===== src/rtl/iterative_divider.sv =====
// Purpose: RV32M DIV/DIVU/REM/REMU unit using restoring division, one quotient bit per cycle.
// Latency: WIDTH+2 cycles from the accepting edge to done (1 cycle for divide-by-zero / signed overflow).
// Backpressure: o_busy holds the pipeline; i_start is ignored while busy and accepted in IDLE or DONE.
//
// Ports:
//   i_clk, i_reset        clock and synchronous active-high reset
//   i_start               request a division (sampled only in IDLE or DONE)
//   i_op                  funct3[1:0]: 00 DIV, 01 DIVU, 10 REM, 11 REMU
//   i_dividend, i_divisor rs1 / rs2, latched with i_start
//   o_busy                high during CALC and ADJUST of a normal operation
//   o_done                one-cycle pulse, o_result valid in that cycle
//   o_result              quotient or remainder, held until the next accepted start

// (W+1)-bit style adder used for the trial subtraction: result = a + b + cin.
module fullAdder #(
   parameter int WIDTH = 33
) (
   input  logic [WIDTH-1:0] i_operand1,
   input  logic [WIDTH-1:0] i_operand2,
   input  logic             i_cin,
   output logic [WIDTH-1:0] o_result,
   output logic             o_cout
);
   assign {o_cout, o_result} = {1'b0, i_operand1} + {1'b0, i_operand2} + (WIDTH+1)'(i_cin);
endmodule

module iterative_divider #(
   parameter int WIDTH = 32
) (
   input  logic             i_clk,
   input  logic             i_reset,
   input  logic             i_start,
   input  logic [1:0]       i_op,
   input  logic [WIDTH-1:0] i_dividend,
   input  logic [WIDTH-1:0] i_divisor,
   output logic             o_busy,
   output logic             o_done,
   output logic [WIDTH-1:0] o_result
);

   localparam int CW = (WIDTH > 1) ? $clog2(WIDTH) : 1;
   localparam logic [WIDTH-1:0] MOST_NEG = {1'b1, {(WIDTH-1){1'b0}}};

   typedef enum logic [1:0] {
      S_IDLE   = 2'd0,
      S_CALC   = 2'd1,
      S_ADJUST = 2'd2,
      S_DONE   = 2'd3
   } state_t;

   state_t           r_state;
   state_t           w_next;

   // Latched operation context
   logic             r_op_rem;      // 1: return remainder, 0: return quotient
   logic             r_neg_q;
   logic             r_neg_r;
   logic             r_special;     // operand pair bypasses CALC
   logic [WIDTH-1:0] r_spec_res;
   logic [WIDTH-1:0] r_dvd_mag;
   logic [WIDTH-1:0] r_dvs_mag;

   // Iteration state
   logic [WIDTH:0]   r_rem;         // partial remainder, WIDTH+1 bits
   logic [WIDTH-1:0] r_quo;         // dividend shifts out, quotient shifts in
   logic [CW-1:0]    r_cnt;
   logic             r_seeded;      // first CALC cycle loads rem/quo, iterations follow
   logic [WIDTH-1:0] r_result;

   // Accept-side decode
   logic             w_accept;
   logic             w_signed;
   logic             w_dvd_neg;
   logic             w_dvs_neg;
   logic [WIDTH-1:0] w_dvd_mag;
   logic [WIDTH-1:0] w_dvs_mag;
   logic             w_div_zero;
   logic             w_overflow;
   logic             w_special;
   logic [WIDTH-1:0] w_spec_res;

   // Iteration datapath
   logic [WIDTH:0]   w_rem_sh;
   logic [WIDTH:0]   w_sub;
   logic             w_cout;
   logic [WIDTH-1:0] w_quo_adj;
   logic [WIDTH-1:0] w_rem_lo;
   logic [WIDTH-1:0] w_rem_adj;
   logic             w_unused;

   assign w_accept   = i_start && ((r_state == S_IDLE) || (r_state == S_DONE));
   assign w_signed   = ~i_op[0];
   assign w_dvd_neg  = w_signed & i_dividend[WIDTH-1];
   assign w_dvs_neg  = w_signed & i_divisor[WIDTH-1];
   // Unsigned negation keeps the most negative value exact as 2^(WIDTH-1).
   assign w_dvd_mag  = w_dvd_neg ? (~i_dividend + 1'b1) : i_dividend;
   assign w_dvs_mag  = w_dvs_neg ? (~i_divisor + 1'b1) : i_divisor;

   assign w_div_zero = (i_divisor == '0);
   assign w_overflow = w_signed && (i_dividend == MOST_NEG) && (i_divisor == '1);
   assign w_special  = w_div_zero | w_overflow;

   always_comb begin
      w_spec_res = '0;
      if (w_div_zero) begin
         w_spec_res = i_op[1] ? i_dividend : '1;
      end else if (w_overflow) begin
         w_spec_res = i_op[1] ? '0 : i_dividend;
      end
   end

   // Shift the next dividend bit into the partial remainder, then trial-subtract.
   assign w_rem_sh = {r_rem[WIDTH-1:0], r_quo[WIDTH-1]};

   fullAdder #(.WIDTH(WIDTH+1)) u_sub (
      .i_operand1 (w_rem_sh),
      .i_operand2 (~{1'b0, r_dvs_mag}),
      .i_cin      (1'b1),
      .o_result   (w_sub),
      .o_cout     (w_cout)
   );

   // Top remainder bit is always 0 once restored (rem < divisor), so only the low bits feed back.
   assign w_unused  = r_rem[WIDTH];

   assign w_rem_lo  = r_rem[WIDTH-1:0];
   assign w_quo_adj = r_neg_q ? (~r_quo + 1'b1) : r_quo;
   assign w_rem_adj = (r_neg_r && (w_rem_lo != '0)) ? (~w_rem_lo + 1'b1) : w_rem_lo;

   // Next-state and status outputs
   always_comb begin
      w_next = r_state;
      o_busy = 1'b0;
      o_done = 1'b0;
      case (r_state)
         S_IDLE: begin
            if (i_start) begin
               w_next = w_special ? S_ADJUST : S_CALC;
            end
         end
         S_CALC: begin
            o_busy = 1'b1;
            if (r_seeded && (r_cnt == CW'(WIDTH-1))) begin
               w_next = S_ADJUST;
            end
         end
         S_ADJUST: begin
            // Special cases pass through ADJUST only to register the result.
            o_busy = ~r_special;
            w_next = S_DONE;
         end
         S_DONE: begin
            o_done = 1'b1;
            if (i_start) begin
               w_next = w_special ? S_ADJUST : S_CALC;
            end else begin
               w_next = S_IDLE;
            end
         end
         default: w_next = S_IDLE;
      endcase
   end

   always_ff @(posedge i_clk) begin
      if (i_reset) begin
         r_state    <= S_IDLE;
         r_op_rem   <= 1'b0;
         r_neg_q    <= 1'b0;
         r_neg_r    <= 1'b0;
         r_special  <= 1'b0;
         r_spec_res <= '0;
         r_dvd_mag  <= '0;
         r_dvs_mag  <= '0;
         r_rem      <= '0;
         r_quo      <= '0;
         r_cnt      <= '0;
         r_seeded   <= 1'b0;
         r_result   <= '0;
      end else begin
         r_state <= w_next;

         if (w_accept) begin
            r_op_rem   <= i_op[1];
            r_neg_q    <= w_dvd_neg ^ w_dvs_neg;
            r_neg_r    <= w_dvd_neg;
            r_special  <= w_special;
            r_spec_res <= w_spec_res;
            r_dvd_mag  <= w_dvd_mag;
            r_dvs_mag  <= w_dvs_mag;
            r_cnt      <= '0;
            r_seeded   <= 1'b0;
         end

         case (r_state)
            S_CALC: begin
               if (!r_seeded) begin
                  r_rem    <= '0;
                  r_quo    <= r_dvd_mag;
                  r_seeded <= 1'b1;
               end else begin
                  // cout = 1 means no borrow: the divisor fits, keep the difference.
                  r_rem <= w_cout ? w_sub : w_rem_sh;
                  r_quo <= {r_quo[WIDTH-2:0], w_cout};
                  r_cnt <= r_cnt + CW'(1);
               end
            end
            S_ADJUST: begin
               if (r_special) begin
                  r_result <= r_spec_res;
               end else begin
                  r_result <= r_op_rem ? w_rem_adj : w_quo_adj;
               end
            end
            default: ;
         endcase
      end
   end

   assign o_result = r_result;

endmodule


===== config.mk =====
export PLATFORM = sky130hd
export DESIGN_NAME = iterative_divider
export DESIGN_NICKNAME = d
export VERILOG_FILES = /design/src/rtl/iterative_divider.sv
export SDC_FILE = /design/constraint.sdc
export NUM_CORES = 1
export LEC_CHECK = 0
export ABC_AREA = 0
export CORE_MARGIN = 3
export CORE_UTILIZATION = 35
export CTS_CLUSTER_SIZE = 10
export DETAILED_ROUTE_END_ITERATION = 10
export HOLD_SLACK_MARGIN = 0.06
export PLACE_DENSITY_LB_ADDON = 0.25
export SYNTH_ARGS = -nofsm -noshare
export SYNTH_HDL_FRONTEND = slang
export SYNTH_SLANG_ARGS = --single-unit

===== constraint.sdc =====
create_clock -name i_clk -period 2.9 [get_ports i_clk]
set_input_delay 0.58 -clock i_clk [delete_from_list [all_inputs] [get_ports i_clk]]
set_output_delay 0.58 -clock i_clk [all_outputs]
set_load 0.1 [all_outputs]

==> results by group <==
Timing
  – RSZ-0062 raised after global routing: yes
  – Slew margin rel.: 8.913%
  – Period utilisation layout: 103.5%
  – Tmin final: 3.000 ns
  – Worst slew pin tran: 1.361 ns
  – Final Max Tran Viols: 0
  – Setup ws final: -0.1001 ns
  – Clock Skew: 0.01309 ns
  – Hold Fails Final Rpt: 0
  – FMAX: 0.3333 GHz
  – Setup violations, final: 8
  – Setup TNS: -0.3640 ns

Job
  – Maxcap violations: 0

Setup path
  – Critical Path Start Type: register
  – Critical Path Fanout Max: 2
  – Critical path arrival: 3.44 ns
  – Critical Path RT: 3.34 ns
  – Critical path type: register to register
  – Crit. End Element: register

Yosys
  – Yosys top cell area share: 32.30%
  – Asr flop ratio synth: 0%
  – Post-synthesis net count: 1764
  – Mapped Cells: 1650
  – Number of synthesized flops with an enable pin: 0
  – Largest area contributor in the netlist: dfxtp_1
  – Sequential-to-total area share from yosys stat: 32.30%
  – Yosys warning count: 0
  – Mean Syn Cell Area: 7.662 sq um
  – Distinct cells, synth: 67
  – Mapped Area: 0.01264 sq mm
  – Area contributors post-synth: dfxtp_1 (32%), nor2_1 (7.5%), a211oi_1 (6.1%)
  – Seq cells post-synth: 204
  – Most used DFF post-synth: dfxtp_1

Drt
  – Detailed-route via count: 13080
  – Antenna-violating nets left: 0
  – Total length of routed wires: 44.09 mm
  – First-pass DRT Iterations: 5
  – WL/cell: 18.43 um
  – Vias/cell: 5.468
  – Initial DRC count: 933
  – Drt drc: 0

CTS
  – Worst-Skew Late Latency: 0.53 ns
  – Root Driver: clkbuf_16
  – Longest Clk Path Bufs: 3
  – Sinks on the clock net: 204
  – Clock transition at path regs: 0.06 ns
  – Htree depth: 1
  – CTS tree: yes
  – Number of CTS-inserted buffers: 26
  – Cts hold-fix bufs: 0

Cells and area
  – Area of the multi-input gates: 0.008566 sq mm
  – Share of cells above drive strength 1: 23.18%
  – Util after Layout: 49.29%
  – Filler cell count: 3394
  – Inserted Diodes: 0
  – Register area: 0.004096 sq mm
  – Layout Nets: 2041
  – Post-layout instance area: 0.01728 sq mm
  – Area added between synthesis and finish: 36.66%

Power and ir drop
  – Pwr dens: 894.5 mW/mm^2
  – P_leak: 0.006874 uW
  – Maximum vdd drop: 0.0009759 V

Floorplanning
  – Initial Util: 36.07%
  – Core footprint: 0.03505 sq mm
  – Number of I/O pins: 103
  – Die X-Extent: 196.1 um
  – Site Rows: 68
  – Die area: 0.03844 sq mm
  – DIE HEIGHT: 196.1 um

Global routing
  – Vias in the first global route: 12390
  – GRT overflow: 0
  – Largest net degree at the start of global routing: 71
  – Antenna violations before repair: 0
  – First-pass GRT wire length: 67.77 mm
  – GR Util All Layers: 21.54%

Place
  – Gpl congestion: 0.8501
  – Post-DP HPWL: 32.66 mm
  – IO Port Bufs: 102
  – Cell Area, Placed: 0.01563 sq mm

Status
  – Failing checks: setup timing
  – Status: finished, violations left

Min path
  – Hold Crit Class: primary input to register
==> cells by family after synthesis <==
group / after synthesis / synth area share (%)
xor gates and xnor gates: 128 / 8.868
and+or+nand+nor: 571 / 20.51
AOI/OAI and AO/OA: 506 / 26.15
muxes: 37 / 2.930
buffers and inverters: 159 / 4.731
adders and majority gates: 45 / 4.513
DFF: 204 / 32.30
==> through the flow <==
step	setup slack, ns	total power (uW)	hold WS (ns)	instances
after floorplan	-0.1318	9234	0.4174	1650
after global placement	-0.5157	11620	0.4298	2332
after detailed placement	-0.6051	11720	0.4399	2332
after CTS	-0.09414	15000	0.3338	2374
after global routing	-0.1743	16350	0.3670	2392
final	-0.1001	15450	0.3581	2392
==> worst max-delay path, cell delays in order (launching register included) <==
cell      delay, ns
dfxtp_2        0.31
or4_4          0.55
nand2b_4       0.16
or3_4          0.33
or4_4          0.46
or4_4          0.45
a21oi_4        0.16
xnor2_2        0.13
a22oi_2        0.07
a311oi_1       0.29
==> area by class of cell <==
type / count / area share [%]
inverters: 52 / 1.130
well taps: 455 / 3.295
repair buffers: 356 / 17.63
clock buffers: 33 / 4.215
clock inverters: 5 / 0.4345
multi-input cells: 1287 / 49.58
flip-flops and latches: 204 / 23.71
==> cell usage in the layout (no fill, tap or decap), types with 11 or more instances in the layout <==
cell type,Yosys,final
mux2i_1,37,37
xor2_1,70,69
or3_1,23,20
o21ai_1,8,27
a21o_1,17,17
a311oi_1,18,16
nand3_1,11,11
o31ai_1,28,22
clkbuf_16,0,31
nand4_1,14,14
clkdlybuf4s50_1,0,61
buf_4,0,269
nor3_1,24,20
o21ai_0,125,90
ha_1,44,39
and3_1,13,13
nand2_1,149,146
o21ai_2,1,15
nand2b_1,12,12
xnor2_1,58,56
inv_1,52,51
a211oi_1,102,97
or4_4,2,12
a32oi_1,12,12
a21oi_1,100,92
nor2_1,253,242
dfxtp_1,204,194
==> Yosys cell counts, types with 4 or more instances <==
cell type,count
a21o_1,17
a31oi_1,13
a22oi_1,8
buf_1,10
nand2_1,149
or2_2,4
xor2_1,70
or3_1,23
a311oi_1,18
a32oi_1,12
o21a_1,7
a211oi_1,102
or4_1,20
o41ai_1,16
and2_1,5
clkbuf_1,96
o21ai_0,125
nor4_1,15
o211ai_1,7
mux2i_1,37
o31ai_1,28
nand2b_1,12
and3_1,13
xnor2_1,58
nor2b_1,12
o21bai_1,5
a21oi_1,100
nor2_1,253
nand3_1,11
nand4_1,14
dfxtp_1,204
o21ai_1,8
a22o_1,4
inv_1,52
ha_1,44
nor3_1,24
o22ai_1,8
==> worst paths after layout <==
| path | end | from | cells after the start | slack, ns |
|---|---|---|---|---|
| min | r_spec_res[31]$_SDFFE_PP0P_ | i_reset | 2 | 0.36 |
| max reg2reg | o_result[31]$_SDFFE_PP0P_ | r_quo[16]$_SDFFE_PP0P_ | 9 | -0.10 |
| max | o_result[31]$_SDFFE_PP0P_ | r_quo[16]$_SDFFE_PP0P_ | 9 | -0.10 |
| min reg2reg | r_spec_res[22]$_SDFFE_PP0P_ | r_spec_res[22]$_SDFFE_PP0P_ | 2 | 0.45 |
==> routing by layer <==
layer  vias up  share of wire [%]  global-route usage, %
li1       6510                  -                      -
met1      6171                 48                  30.95
met2       342                 45                  34.44
met3        57                5.4                  2.765
met4         0                2.0                  4.991
met5         -                  0                      0
==> what timing repair did <==
| item | 4_1_cts | 5_1_grt |
|---|---|---|
| setup endpoints to repair | 71 | 90 |
| buffers inserted | 4 | 13 |
| resized for setup | 33 | 127 |
| cloned | 0 | 5 |
| pin swaps | 19 | 57 |
==> sequential cells by signal (all words and copies together), names as in the netlist <==
| signal | cells |
|---|---|
| r_dvd_mag | 32 |
| r_state | 2 |
| r_cnt | 5 |
| r_op_rem | 1 |
| r_quo | 32 |
| r_neg_r | 1 |
| r_spec_res | 32 |
| r_dvs_mag | 32 |
| o_result | 32 |
| r_special | 1 |
| r_seeded | 1 |
| r_rem | 32 |
| r_neg_q | 1 |
==> where the power goes <==
part / total [uW] / switching (uW) / internal, uW
registers: 4120 / 612 / 3510
logic: 8190 / 5080 / 3110
clock network: 3140 / 1230 / 1910
(Power assumes the default switching activity.)
